==> src/rtl/load_store_unit_if.sv <==
// load_store_unit_if: core request/response and memory bus signals of the load/store unit.
interface load_store_unit_if;
    logic        req_valid_i;
    logic        req_ready_o;
    logic        mem_write_enable_i;
    logic [2:0]  funct3_i;
    logic [31:0] addr_i;
    logic [31:0] store_data_i;
    logic [31:0] load_data_o;
    logic        done_o;
    logic [1:0]  err_code_o;
    logic        bus_valid_o;
    logic        bus_ready_i;
    logic        bus_we_o;
    logic [31:0] bus_addr_o;
    logic [3:0]  bus_wstrb_o;
    logic [31:0] bus_wdata_o;
    logic [31:0] bus_rdata_i;

    modport slave (
        input  req_valid_i, mem_write_enable_i, funct3_i, addr_i, store_data_i, bus_ready_i, bus_rdata_i,
        output req_ready_o, load_data_o, done_o, err_code_o, bus_valid_o, bus_we_o, bus_addr_o, bus_wstrb_o, bus_wdata_o
    );

    modport master (
        output req_valid_i, mem_write_enable_i, funct3_i, addr_i, store_data_i, bus_ready_i, bus_rdata_i,
        input  req_ready_o, load_data_o, done_o, err_code_o, bus_valid_o, bus_we_o, bus_addr_o, bus_wstrb_o, bus_wdata_o
    );
endinterface

==> src/rtl/load_store_unit.sv <==
// load_store_unit: RV32I load/store sequencer with alignment checks, lane steering and bus timeout.
module load_store_unit #(
    parameter int unsigned TIMEOUT_CYCLES = 16
) (
    input logic clk_i,
    input logic rst_i,
    load_store_unit_if.slave lsu
);
    typedef enum logic [1:0] {IDLE, BUS, DONE} state_t;

    state_t      state;
    logic [7:0]  cnt;
    logic [2:0]  f3_q;
    logic [1:0]  off_q;
    logic        illegal;
    logic        misaligned;
    logic [1:0]  err;
    logic [3:0]  strb;
    logic [31:0] wdata;
    logic [7:0]  rbyte;
    logic [15:0] rhalf;
    logic [31:0] ext;

    assign lsu.req_ready_o = state == IDLE;

    always_comb begin
        illegal = lsu.mem_write_enable_i ? (lsu.funct3_i[2] | (lsu.funct3_i[1:0] == 2'b11))
                                         : ((lsu.funct3_i[1:0] == 2'b11) | (lsu.funct3_i == 3'b110));
        misaligned = ((lsu.funct3_i[1:0] == 2'b01) & lsu.addr_i[0]) |
                     ((lsu.funct3_i[1:0] == 2'b10) & (|lsu.addr_i[1:0]));
        err = illegal ? 2'b10 : misaligned ? 2'b01 : 2'b00;
        strb = (lsu.funct3_i[1:0] == 2'b00) ? 4'b0001 << lsu.addr_i[1:0] :
               (lsu.funct3_i[1:0] == 2'b01) ? 4'b0011 << lsu.addr_i[1:0] : 4'b1111;
        wdata = (lsu.funct3_i[1:0] == 2'b00) ? {4{lsu.store_data_i[7:0]}} :
                (lsu.funct3_i[1:0] == 2'b01) ? {2{lsu.store_data_i[15:0]}} : lsu.store_data_i;
        rbyte = 8'(lsu.bus_rdata_i >> {off_q, 3'b000});
        rhalf = off_q[1] ? lsu.bus_rdata_i[31:16] : lsu.bus_rdata_i[15:0];
        // funct3 bit 2 selects zero extension for LBU/LHU
        ext = (f3_q[1:0] == 2'b10) ? lsu.bus_rdata_i :
              (f3_q[1:0] == 2'b01) ? {{16{~f3_q[2] & rhalf[15]}}, rhalf} :
                                     {{24{~f3_q[2] & rbyte[7]}}, rbyte};
    end

    always_ff @(posedge clk_i or posedge rst_i) begin
        if (rst_i) begin
            state           <= IDLE;
            cnt             <= '0;
            f3_q            <= '0;
            off_q           <= '0;
            lsu.load_data_o <= '0;
            lsu.done_o      <= 1'b0;
            lsu.err_code_o  <= 2'b00;
            lsu.bus_valid_o <= 1'b0;
            lsu.bus_we_o    <= 1'b0;
            lsu.bus_addr_o  <= '0;
            lsu.bus_wstrb_o <= '0;
            lsu.bus_wdata_o <= '0;
        end else begin
            case (state)
                IDLE: if (lsu.req_valid_i) begin
                    f3_q  <= lsu.funct3_i;
                    off_q <= lsu.addr_i[1:0];
                    cnt   <= '0;
                    if (err != 2'b00) begin
                        state          <= DONE;
                        lsu.done_o     <= 1'b1;
                        lsu.err_code_o <= err;
                    end else begin
                        state           <= BUS;
                        lsu.bus_valid_o <= 1'b1;
                        lsu.bus_we_o    <= lsu.mem_write_enable_i;
                        lsu.bus_addr_o  <= {lsu.addr_i[31:2], 2'b00};
                        lsu.bus_wstrb_o <= lsu.mem_write_enable_i ? strb : 4'b0000;
                        lsu.bus_wdata_o <= wdata;
                    end
                end
                BUS: if (lsu.bus_ready_i || cnt == 8'(TIMEOUT_CYCLES - 1)) begin
                    state           <= DONE;
                    lsu.done_o      <= 1'b1;
                    lsu.err_code_o  <= lsu.bus_ready_i ? 2'b00 : 2'b11;
                    lsu.bus_valid_o <= 1'b0;
                    lsu.bus_we_o    <= 1'b0;
                    lsu.bus_wstrb_o <= 4'b0000;
                    if (lsu.bus_ready_i && !lsu.bus_we_o) lsu.load_data_o <= ext;
                end else begin
                    cnt <= cnt + 8'd1;
                end
                default: begin
                    state          <= IDLE;
                    lsu.done_o     <= 1'b0;
                    lsu.err_code_o <= 2'b00;
                end
            endcase
        end
    end
endmodule

==> src/flat_wrapper.sv <==
// flat-port wrapper written by rule: the top's interface ports become plain ports
module load_store_unit_flat 
#(
    parameter int unsigned TIMEOUT_CYCLES = 16
)
  (clk_i, rst_i, lsu_req_valid_i, lsu_mem_write_enable_i, lsu_funct3_i, lsu_addr_i, lsu_store_data_i, lsu_bus_ready_i, lsu_bus_rdata_i, lsu_req_ready_o, lsu_load_data_o, lsu_done_o, lsu_err_code_o, lsu_bus_valid_o, lsu_bus_we_o, lsu_bus_addr_o, lsu_bus_wstrb_o, lsu_bus_wdata_o);
  load_store_unit_if lsu_i ();
  input logic clk_i;
  input logic rst_i;
  input wire logic [$bits(lsu_i.req_valid_i)-1:0] lsu_req_valid_i;
  input wire logic [$bits(lsu_i.mem_write_enable_i)-1:0] lsu_mem_write_enable_i;
  input wire logic [$bits(lsu_i.funct3_i)-1:0] lsu_funct3_i;
  input wire logic [$bits(lsu_i.addr_i)-1:0] lsu_addr_i;
  input wire logic [$bits(lsu_i.store_data_i)-1:0] lsu_store_data_i;
  input wire logic [$bits(lsu_i.bus_ready_i)-1:0] lsu_bus_ready_i;
  input wire logic [$bits(lsu_i.bus_rdata_i)-1:0] lsu_bus_rdata_i;
  output wire logic [$bits(lsu_i.req_ready_o)-1:0] lsu_req_ready_o;
  output wire logic [$bits(lsu_i.load_data_o)-1:0] lsu_load_data_o;
  output wire logic [$bits(lsu_i.done_o)-1:0] lsu_done_o;
  output wire logic [$bits(lsu_i.err_code_o)-1:0] lsu_err_code_o;
  output wire logic [$bits(lsu_i.bus_valid_o)-1:0] lsu_bus_valid_o;
  output wire logic [$bits(lsu_i.bus_we_o)-1:0] lsu_bus_we_o;
  output wire logic [$bits(lsu_i.bus_addr_o)-1:0] lsu_bus_addr_o;
  output wire logic [$bits(lsu_i.bus_wstrb_o)-1:0] lsu_bus_wstrb_o;
  output wire logic [$bits(lsu_i.bus_wdata_o)-1:0] lsu_bus_wdata_o;
  assign lsu_i.req_valid_i = lsu_req_valid_i;
  assign lsu_i.mem_write_enable_i = lsu_mem_write_enable_i;
  assign lsu_i.funct3_i = lsu_funct3_i;
  assign lsu_i.addr_i = lsu_addr_i;
  assign lsu_i.store_data_i = lsu_store_data_i;
  assign lsu_i.bus_ready_i = lsu_bus_ready_i;
  assign lsu_i.bus_rdata_i = lsu_bus_rdata_i;
  assign lsu_req_ready_o = lsu_i.req_ready_o;
  assign lsu_load_data_o = lsu_i.load_data_o;
  assign lsu_done_o = lsu_i.done_o;
  assign lsu_err_code_o = lsu_i.err_code_o;
  assign lsu_bus_valid_o = lsu_i.bus_valid_o;
  assign lsu_bus_we_o = lsu_i.bus_we_o;
  assign lsu_bus_addr_o = lsu_i.bus_addr_o;
  assign lsu_bus_wstrb_o = lsu_i.bus_wstrb_o;
  assign lsu_bus_wdata_o = lsu_i.bus_wdata_o;
  load_store_unit #(.TIMEOUT_CYCLES(TIMEOUT_CYCLES)) u_core (.clk_i(clk_i), .rst_i(rst_i), .lsu(lsu_i));
endmodule
==> config.mk <==
export PLATFORM = sky130hd
export DESIGN_NAME = load_store_unit_flat
export DESIGN_NICKNAME = d
export VERILOG_FILES = /design/src/rtl/load_store_unit_if.sv /design/src/rtl/load_store_unit.sv /design/src/flat_wrapper.sv
export SDC_FILE = /design/constraint.sdc
export NUM_CORES = 1
export LEC_CHECK = 0
export ABC_CLOCK_PERIOD_IN_PS = 5100
export BUFFER_PORTS_ARGS = -buffer_cell sky130_fd_sc_hd__buf_2
export CAP_MARGIN = 20
export CORE_ASPECT_RATIO = 1.25
export CORE_UTILIZATION = 40
export CTS_BUF_LIST = sky130_fd_sc_hd__clkbuf_2
export DETAILED_ROUTE_END_ITERATION = 8
export PLACE_DENSITY_LB_ADDON = 0.1
export SYNTH_ARGS = -nofsm -noshare
export SYNTH_HDL_FRONTEND = slang
export SYNTH_SLANG_ARGS = --single-unit
==> constraint.sdc <==
create_clock -name clk_i -period 5.1 [get_ports clk_i]
set_clock_uncertainty 0.1 [all_clocks]
set_input_delay 0.51 -clock clk_i [delete_from_list [all_inputs] [get_ports clk_i]]
set_output_delay 0.51 -clock clk_i [all_outputs]
set_load 0.02 [all_outputs]
==> results of run 1 <==
[worst reg2reg max path: stages (launching register included)]
cell      delay, ns
dfrtp_1        0.54
or3b_1         0.67
a2111o_2       0.67
buf_4          0.39
nand2_1        0.16
o21ai_0        0.10
[cells by family after synthesis]
logic type,Yosys count,synth area share
AND/OR/NAND/NOR,265,0.196
flip-flops,118,0.524
other,1,0.000665
buffers and inverters,59,0.0513
adder cells (fa/ha/maj),5,0.0111
AO/OA/AOI/OAI,126,0.145
multiplexers,40,0.0721
[cell usage in the layout, fill, tap and decap left out, types with 5 or more instances in the layout]
cell type and count:
buf_4 5, dfrtp_1 118, o21ai_1 7, nand2_1 190, inv_1 16, mux2i_1 35
nor2b_1 5, mux2_2 5, o221ai_1 7, dlygate4sd3_1 74, o21ai_0 33, clkbuf_2 18
a21oi_1 35, nor2_1 36, nand2b_1 5, o22a_1 6, nor3b_1 5, ha_1 5
buf_2 207, clkinv_2 5, nand3_1 5
[final cells by class]
| cell class | count | area [um2] | share of cell area |
|---|---|---|---|
| diodes | 1 | 2.50 | 0.000325 |
| clock inverters | 13 | 135 | 0.0175 |
| flip-flops and latches | 118 | 2950 | 0.383 |
| clock buffers | 18 | 90.1 | 0.0117 |
| multi-input cells | 438 | 2400 | 0.311 |
| inverters | 17 | 66.3 | 0.00860 |
| repair buffers | 287 | 1840 | 0.239 |
| well taps | 175 | 219 | 0.0284 |
[worst paths after layout]
path / startpoint / cells past startpoint / end / slack [ns]
min reg2reg: u_core.cnt[7] / 1 / u_core.cnt[7] / 0.39
max reg2reg: u_core.state[0] / 5 / u_core.lsu.bus_wdata_o[29] / 2.33
max in group asynchronous: rst_i / 4 / u_core.lsu.bus_wstrb_o[1] / 3.26
min in group asynchronous: rst_i / 3 / u_core.lsu.bus_wdata_o[2] / 0.48
max: u_core.state[0] / 5 / u_core.lsu.bus_wdata_o[29] / 2.33
min: lsu_bus_rdata_i[4] / 3 / u_core.lsu.load_data_o[4] / 0.07
[registers in the layout (all words and copies together), names as in the netlist]
name,flops
u_core.lsu.bus_wdata_o,32
u_core.f3_q,3
u_core.lsu.bus_wstrb_o,4
u_core.lsu.bus_addr_o,30
u_core.lsu.err_code_o,2
u_core.lsu.done_o,1
u_core.state,2
u_core.lsu.load_data_o,32
u_core.off_q,2
u_core.lsu.bus_valid_o,1
u_core.cnt,8
u_core.lsu.bus_we_o,1
[layer usage]
layer  vias up  wire length, um
li1       2613                -
met1      2532             6850
met2       183             8040
met3        29              942
met4         0              372
met5         -                0
[per-stage QoR]
step | instance area [um2] | power [mW]
after floorplan | 5640 | 2.41
after global routing | 7710 | 3.79
after global placement | 6710 | 2.90
after detailed placement | 6710 | 2.94
after CTS | 7670 | 3.57
final | 7710 | 3.54
[synthesized netlist by cell type (3+ instances only)]
master / number
o211ai_1: 4
ha_1: 5
nand2_1: 190
nand3_1: 5
inv_1: 17
o22a_1: 6
clkbuf_1: 11
a21oi_1: 35
nor2_1: 36
nor2b_1: 5
dfrtp_1: 118
or2_2: 3
buf_4: 3
nor3_1: 4
a31oi_1: 3
o2bb2ai_1: 4
nand2b_1: 5
o21ai_1: 7
o221ai_1: 7
buf_1: 3
a22o_1: 3
buf_2: 21
o31ai_1: 3
a211oi_1: 4
nor3b_1: 5
o21ai_0: 33
mux2_2: 5
buf_6: 4
mux2i_1: 35
[repair_timing]
item	in CTS	in global routing
endpoints found under the hold margin	144	1
buffers inserted	0	0
hold buffers	73	1
[where the power goes]
part | switching (mW) | internal, mW
logic | 0.929 | 0.544
clock network | 0.361 | 0.221
registers | 0.217 | 1.27
total | 1.51 | 2.04
==> results by group, run 1 <==
Finish
  • Non-Filler Instances: about 1100
  • Total Nets Final: between 900 and 1000
  • Layout cell share with drive strength beyond 1: 0.286
  • # fillers: 1300
  • Area grow syn2layout: 36.7%
  • Final core utilization: 0.558

Routing
  • Starting DRT DRC Count: between 200 and 250
  • DRT Pass-1 Iters: 4
  • Residual DRC: 0
  • Final ANT Viol Nets: 0
  • Vias: approximately 5400
  • Vias per cell: about 5
  • Routed length per instance: 15.2 um
  • Total wire length: approximately 16000 um

Floorplanning
  • Core Region: 0.0138 mm2
  • Die area: roughly 0.015 mm2
  • Die W: ~110 um
  • Die height: roughly 130 um
  • # IOs: 210
  • # rows: 48
  • Initial core utilization: 0.408

Clock tree
  • CTS tree: built
  • Max Buffers Root-to-Sink: 2
  • CTS buffer count: 17
  • Worst-Skew Late Latency: 0.63 ns
  • Clock Pin Slew Worst Setup and Hold Paths: roughly 0.18 ns
  • Root cell of the clock tree: clkbuf_2
  • Clock Sink Count: around 120
  • # resized after CTS: 0
  • H-tree levels: 4

Yosys
  • Synth top area share: 0.524
  • Main flop type after synthesis: dfrtp_1
  • Seq/Total Area, Yosys: 0.524
  • Syn Std Cell Area: around 0.0056 mm2
  • Top post-synthesis cells by area: dfrtp_1 (52%), nand2_1 (13%), mux2i_1 (6.2%), a21oi_1 (3.1%), o21ai_0 (2.9%)
  • Cell count after synthesis: between 600 and 700
  • Synth Register Bits: around 120
  • Yosys warns: 0
  • Post-synth ARST share: 1.00
  • Post-synth EDFFs: 0
  • Mean post-synth cell area: just over 9 um2
  • Yosys top cell by area: dfrtp_1
  • Netlist cell types: 52

Timing
  • Final Hold Viols: 0
  • Final slew viol count: 0
  • Crit path time final: between 2 and 3 ns
  • Worst slew margin: 0.407
  • RSZ-0062 raised after global routing: false
  • Maximum achievable frequency: 0.361 GHz
  • Hold WS: roughly 0.065 ns
  • Final setup margin: ~2.3 ns
  • Final setup vio count: 0
  • Period utilisation layout: 0.543
  • Sum Neg Setup Slack: 0 ns
  • Worst-Margin Slew: between 0.8 and 0.9 ns

Global routing
  • Met3 track demand over resource: 0.0584
  • Overall Global Routing Usage: 0.231
  • Largest net degree at the start of global routing: 74
  • GRT overflow: 0
  • Number of global-route vias before repair: 5425
  • Global route hottest layer: met2
  • Initial antenna violation count: 1
  • Grt met2 use: 0.391
  • Global-route wire length before repair: 26100 um
  • Grt met1 use: 0.277

Worst setup path
  • Required time worst endpoint: 5.50 ns
  • Crit-path leading delay family: simple AND/OR/NAND/NOR gates
  • Worst Path Buf+Inv: 1
  • Maximum fanout along the worst path: a little over 60
  • Critical path's slowest cell: or3b_1
  • CP Launch Type: register
  • Crit. End Element: register
  • CP arrival: 3.17 ns
  • Worst-path cell chain: or3b_1 > a2111o_2 > buf_4 > nand2_1 > o21ai_0
  • Max incr delay on CP: 0.67 ns
  • Crit Path Class: register to register

Placed design
  • Setup WS pre-CTS: 2.15 ns
  • DP Wirelength: 11100 um
  • RePlAce Congestion: a little under 0.9
  • IO buf count: 207
  • Placed cell count: between 900 and 1000

Run status
  • Status: finished clean

Job
  • Max-Cap Viols: 0

Min path
  • Min-Delay Path Class: input pin to register

Pwr
  • Peak supply drop: 255 uV
  • Lkg Pwr: roughly 4 nW
  • PwrDens: 460 mW/mm2
(Power assumes the default switching activity.)
==> run 2: changes to the inputs <==
--- a/config.mk
+++ b/config.mk
@@ -5,7 +5,7 @@
 export SDC_FILE = /design/constraint.sdc
 export NUM_CORES = 1
 export LEC_CHECK = 0
-export ABC_CLOCK_PERIOD_IN_PS = 5100
+export ABC_CLOCK_PERIOD_IN_PS = 2820
 export BUFFER_PORTS_ARGS = -buffer_cell sky130_fd_sc_hd__buf_2
 export CAP_MARGIN = 20
 export CORE_ASPECT_RATIO = 1.25
==> constraint.sdc (replaced) <==
create_clock -name clk_i -period 2.82 [get_ports clk_i]
set_clock_uncertainty 0.1 [all_clocks]
set_input_delay 0.282 -clock clk_i [delete_from_list [all_inputs] [get_ports clk_i]]
set_output_delay 0.282 -clock clk_i [all_outputs]
set_load 0.02 [all_outputs]
==> results by group, run 2 (synthesis results as in run 1) <==
Timing
  • Sum Neg Setup Slack: 0 ns
  • RSZ-0062 raised after global routing: false
  • Period utilisation layout: 0.904
  • Final setup vio count: 0
  • Worst-Margin Slew: 0.876 ns
  • Worst slew margin: 0.414
  • Crit path time final: approximately 2.5 ns
  • Final slew viol count: 0
  • Maximum achievable frequency: 0.392 GHz
  • Final Hold Viols: 0

Worst setup path
  • Maximum fanout along the worst path: 11
  • Worst Reg-to-Reg Cells: 5
  • CP arrival: just over 3 ns
  • Required time worst endpoint: about 3.3 ns
  • Worst R2R Setup Slack: between 0.2 and 0.3 ns
  • Crit Path Class: register to register
  • Reg-to-reg endpoint: u_core.lsu.load_data_o[2]
  • Crit. End Element: register
  • Worst R2R Start: u_core.f3_q[1]
  • CP Launch Type: register

Floorplanning
  • Initial core utilization: 0.408
  • Die area: around 0.015 mm2
  • # rows: 48
  • # IOs: 210
  • Die height: about 130 um
  • Die W: between 100 and 150 um
  • Core Region: about 0.014 mm2

Finish
  • Design Area, Final: between 0.008 and 0.009 mm2
  • Commonest non-fill, non-tap cell in the layout: buf_2
  • # fillers: 1206
  • Area grow syn2layout: 45.3%
  • Commonest non-fill, non-tap cells in the layout: buf_2 (207), nand2_1 (190), dfrtp_1 (118), dlygate4sd3_1 (110), nor2_1 (36)
  • Non-Filler Instances: 1114
  • Total Nets Final: between 1000 and 1500
  • Layout cell share with drive strength beyond 1: 0.284
  • Biggest regs: u_core.lsu.bus_wdata_o x32, u_core.lsu.load_data_o x32, u_core.lsu.bus_addr_o x30
  • Final core utilization: 0.593

Routing
  • Vias per cell: between 4 and 5
  • Routed length per instance: roughly 15 um
  • Final ANT Viol Nets: 0
  • Residual DRC: 0
  • Total wire length: around 17000 um
  • DRT Pass-1 Iters: 4
  • Starting DRT DRC Count: approximately 300
  • Vias: roughly 5500

Clock tree
  • Root cell of the clock tree: clkbuf_2
  • Clock Sink Count: 118
  • CTS tree: built
  • H-tree levels: 4
  • Clock Pin Slew Worst Setup and Hold Paths: 0.21 ns
  • Post-CTS Hold Buffers: 110
  • Worst-Skew Late Latency: around 0.67 ns
  • Post-CTS setup buffers: 0
  • Max Buffers Root-to-Sink: 2
  • CTS buffer count: 17
  • # resized after CTS: 0

Global routing
  • Largest net degree at the start of global routing: 60
  • Global-route wire length before repair: around 27000 um
  • Initial antenna violation count: 1
  • Number of global-route vias before repair: ~5700
  • Overall Global Routing Usage: 0.239
  • GRT overflow: 0

Min path
  • Min-Delay Path Class: input pin to asynchronous set/reset pin

Pwr
  • Power Total: roughly 6.7 mW
  • Lkg Pwr: 4.18 nW
  • PwrDens: 819 mW/mm2
  • Peak supply drop: roughly 470 uV

Job
  • Max-Cap Viols: 0

Placed design
  • Placed cell count: 971
  • IO buf count: between 200 and 250
  • RePlAce Congestion: about 0.8
  • DP Wirelength: between 10000 and 15000 um
  • Placement Cell Area: just under 0.007 mm2

Run status
  • Status: finished clean
==> run 2: cell count changes in the layout (fill, tap and decap cells not counted), sizes merged <==
cell         before  now
clkinv            9    3
bufinv            2    3
clkbuf           18   17
buf             213  223
clkinvlp          2    3
dlygate4sd3      74  110
inv              17   23
==> run 2: how the worst max path moves through the flow <==
stage                    startpoint                         end  slack [ns]  cells after the start
finish               u_core.f3_q[1]   u_core.lsu.load_data_o[2]        0.27                      5
global route         u_core.f3_q[1]   u_core.lsu.load_data_o[2]        0.04                      5
CTS                  u_core.f3_q[1]   u_core.lsu.load_data_o[2]        0.29                      5
detailed placement    lsu_addr_i[0]         u_core.lsu.bus_we_o        0.56                      7
global placement    u_core.state[0]  u_core.lsu.bus_wdata_o[21]        0.71                      5
floorplan           u_core.state[1]   u_core.lsu.bus_addr_o[10]        0.87                      9
==> run 2: routing by layer <==
metal | routed length, um | GRT usage | up-vias
met1 | 7100 | 0.285 | 2597
met2 | 8550 | 0.418 | 187
met3 | 889 | 0.0512 | 24
met4 | 342 | 0.0921 | 0
li1 | - | - | 2706
met5 | 0 | 0 | -
==> run 2: layout make-up <==
| class | count | area [um2] | share of cell area |
|---|---|---|---|
| inverter | 17 | 67.6 | 0.00825 |
| antenna | 1 | 2.50 | 0.000306 |
| tap | 175 | 219 | 0.0267 |
| timing repair buffer | 333 | 2270 | 0.277 |
| clock buffer | 17 | 85.1 | 0.0104 |
| multi-input combinational | 438 | 2400 | 0.293 |
| clock inverter | 15 | 191 | 0.0234 |
| sequential | 118 | 2950 | 0.361 |
==> run 2: stage by stage <==
| step | hold WS, ns | setup WS (ns) |
|---|---|---|
| finish | 0.159 | 0.272 |
| CTS | 0.107 | 0.289 |
| detailed placement | 0.339 | 0.564 |
| floorplan | 0.287 | 0.874 |
| global placement | 0.331 | 0.706 |
| global route | 0.116 | 0.0369 |
==> run 2: power by group <==
group | internal, mW | total [mW] | switching, mW
Combinational | 1.05 | 2.78 | 1.73
Sequential | 2.30 | 2.68 | 0.379
Clock | 0.518 | 1.25 | 0.728
==> run 2: worst max-delay path, stage by stage, from the launching register on <==
cell	delay [ns]
dfrtp_1	0.55
nand2b_1	0.34
a21oi_1	0.15
o21ai_0	0.56
o221ai_1	0.19
dlygate4sd3_1	0.59
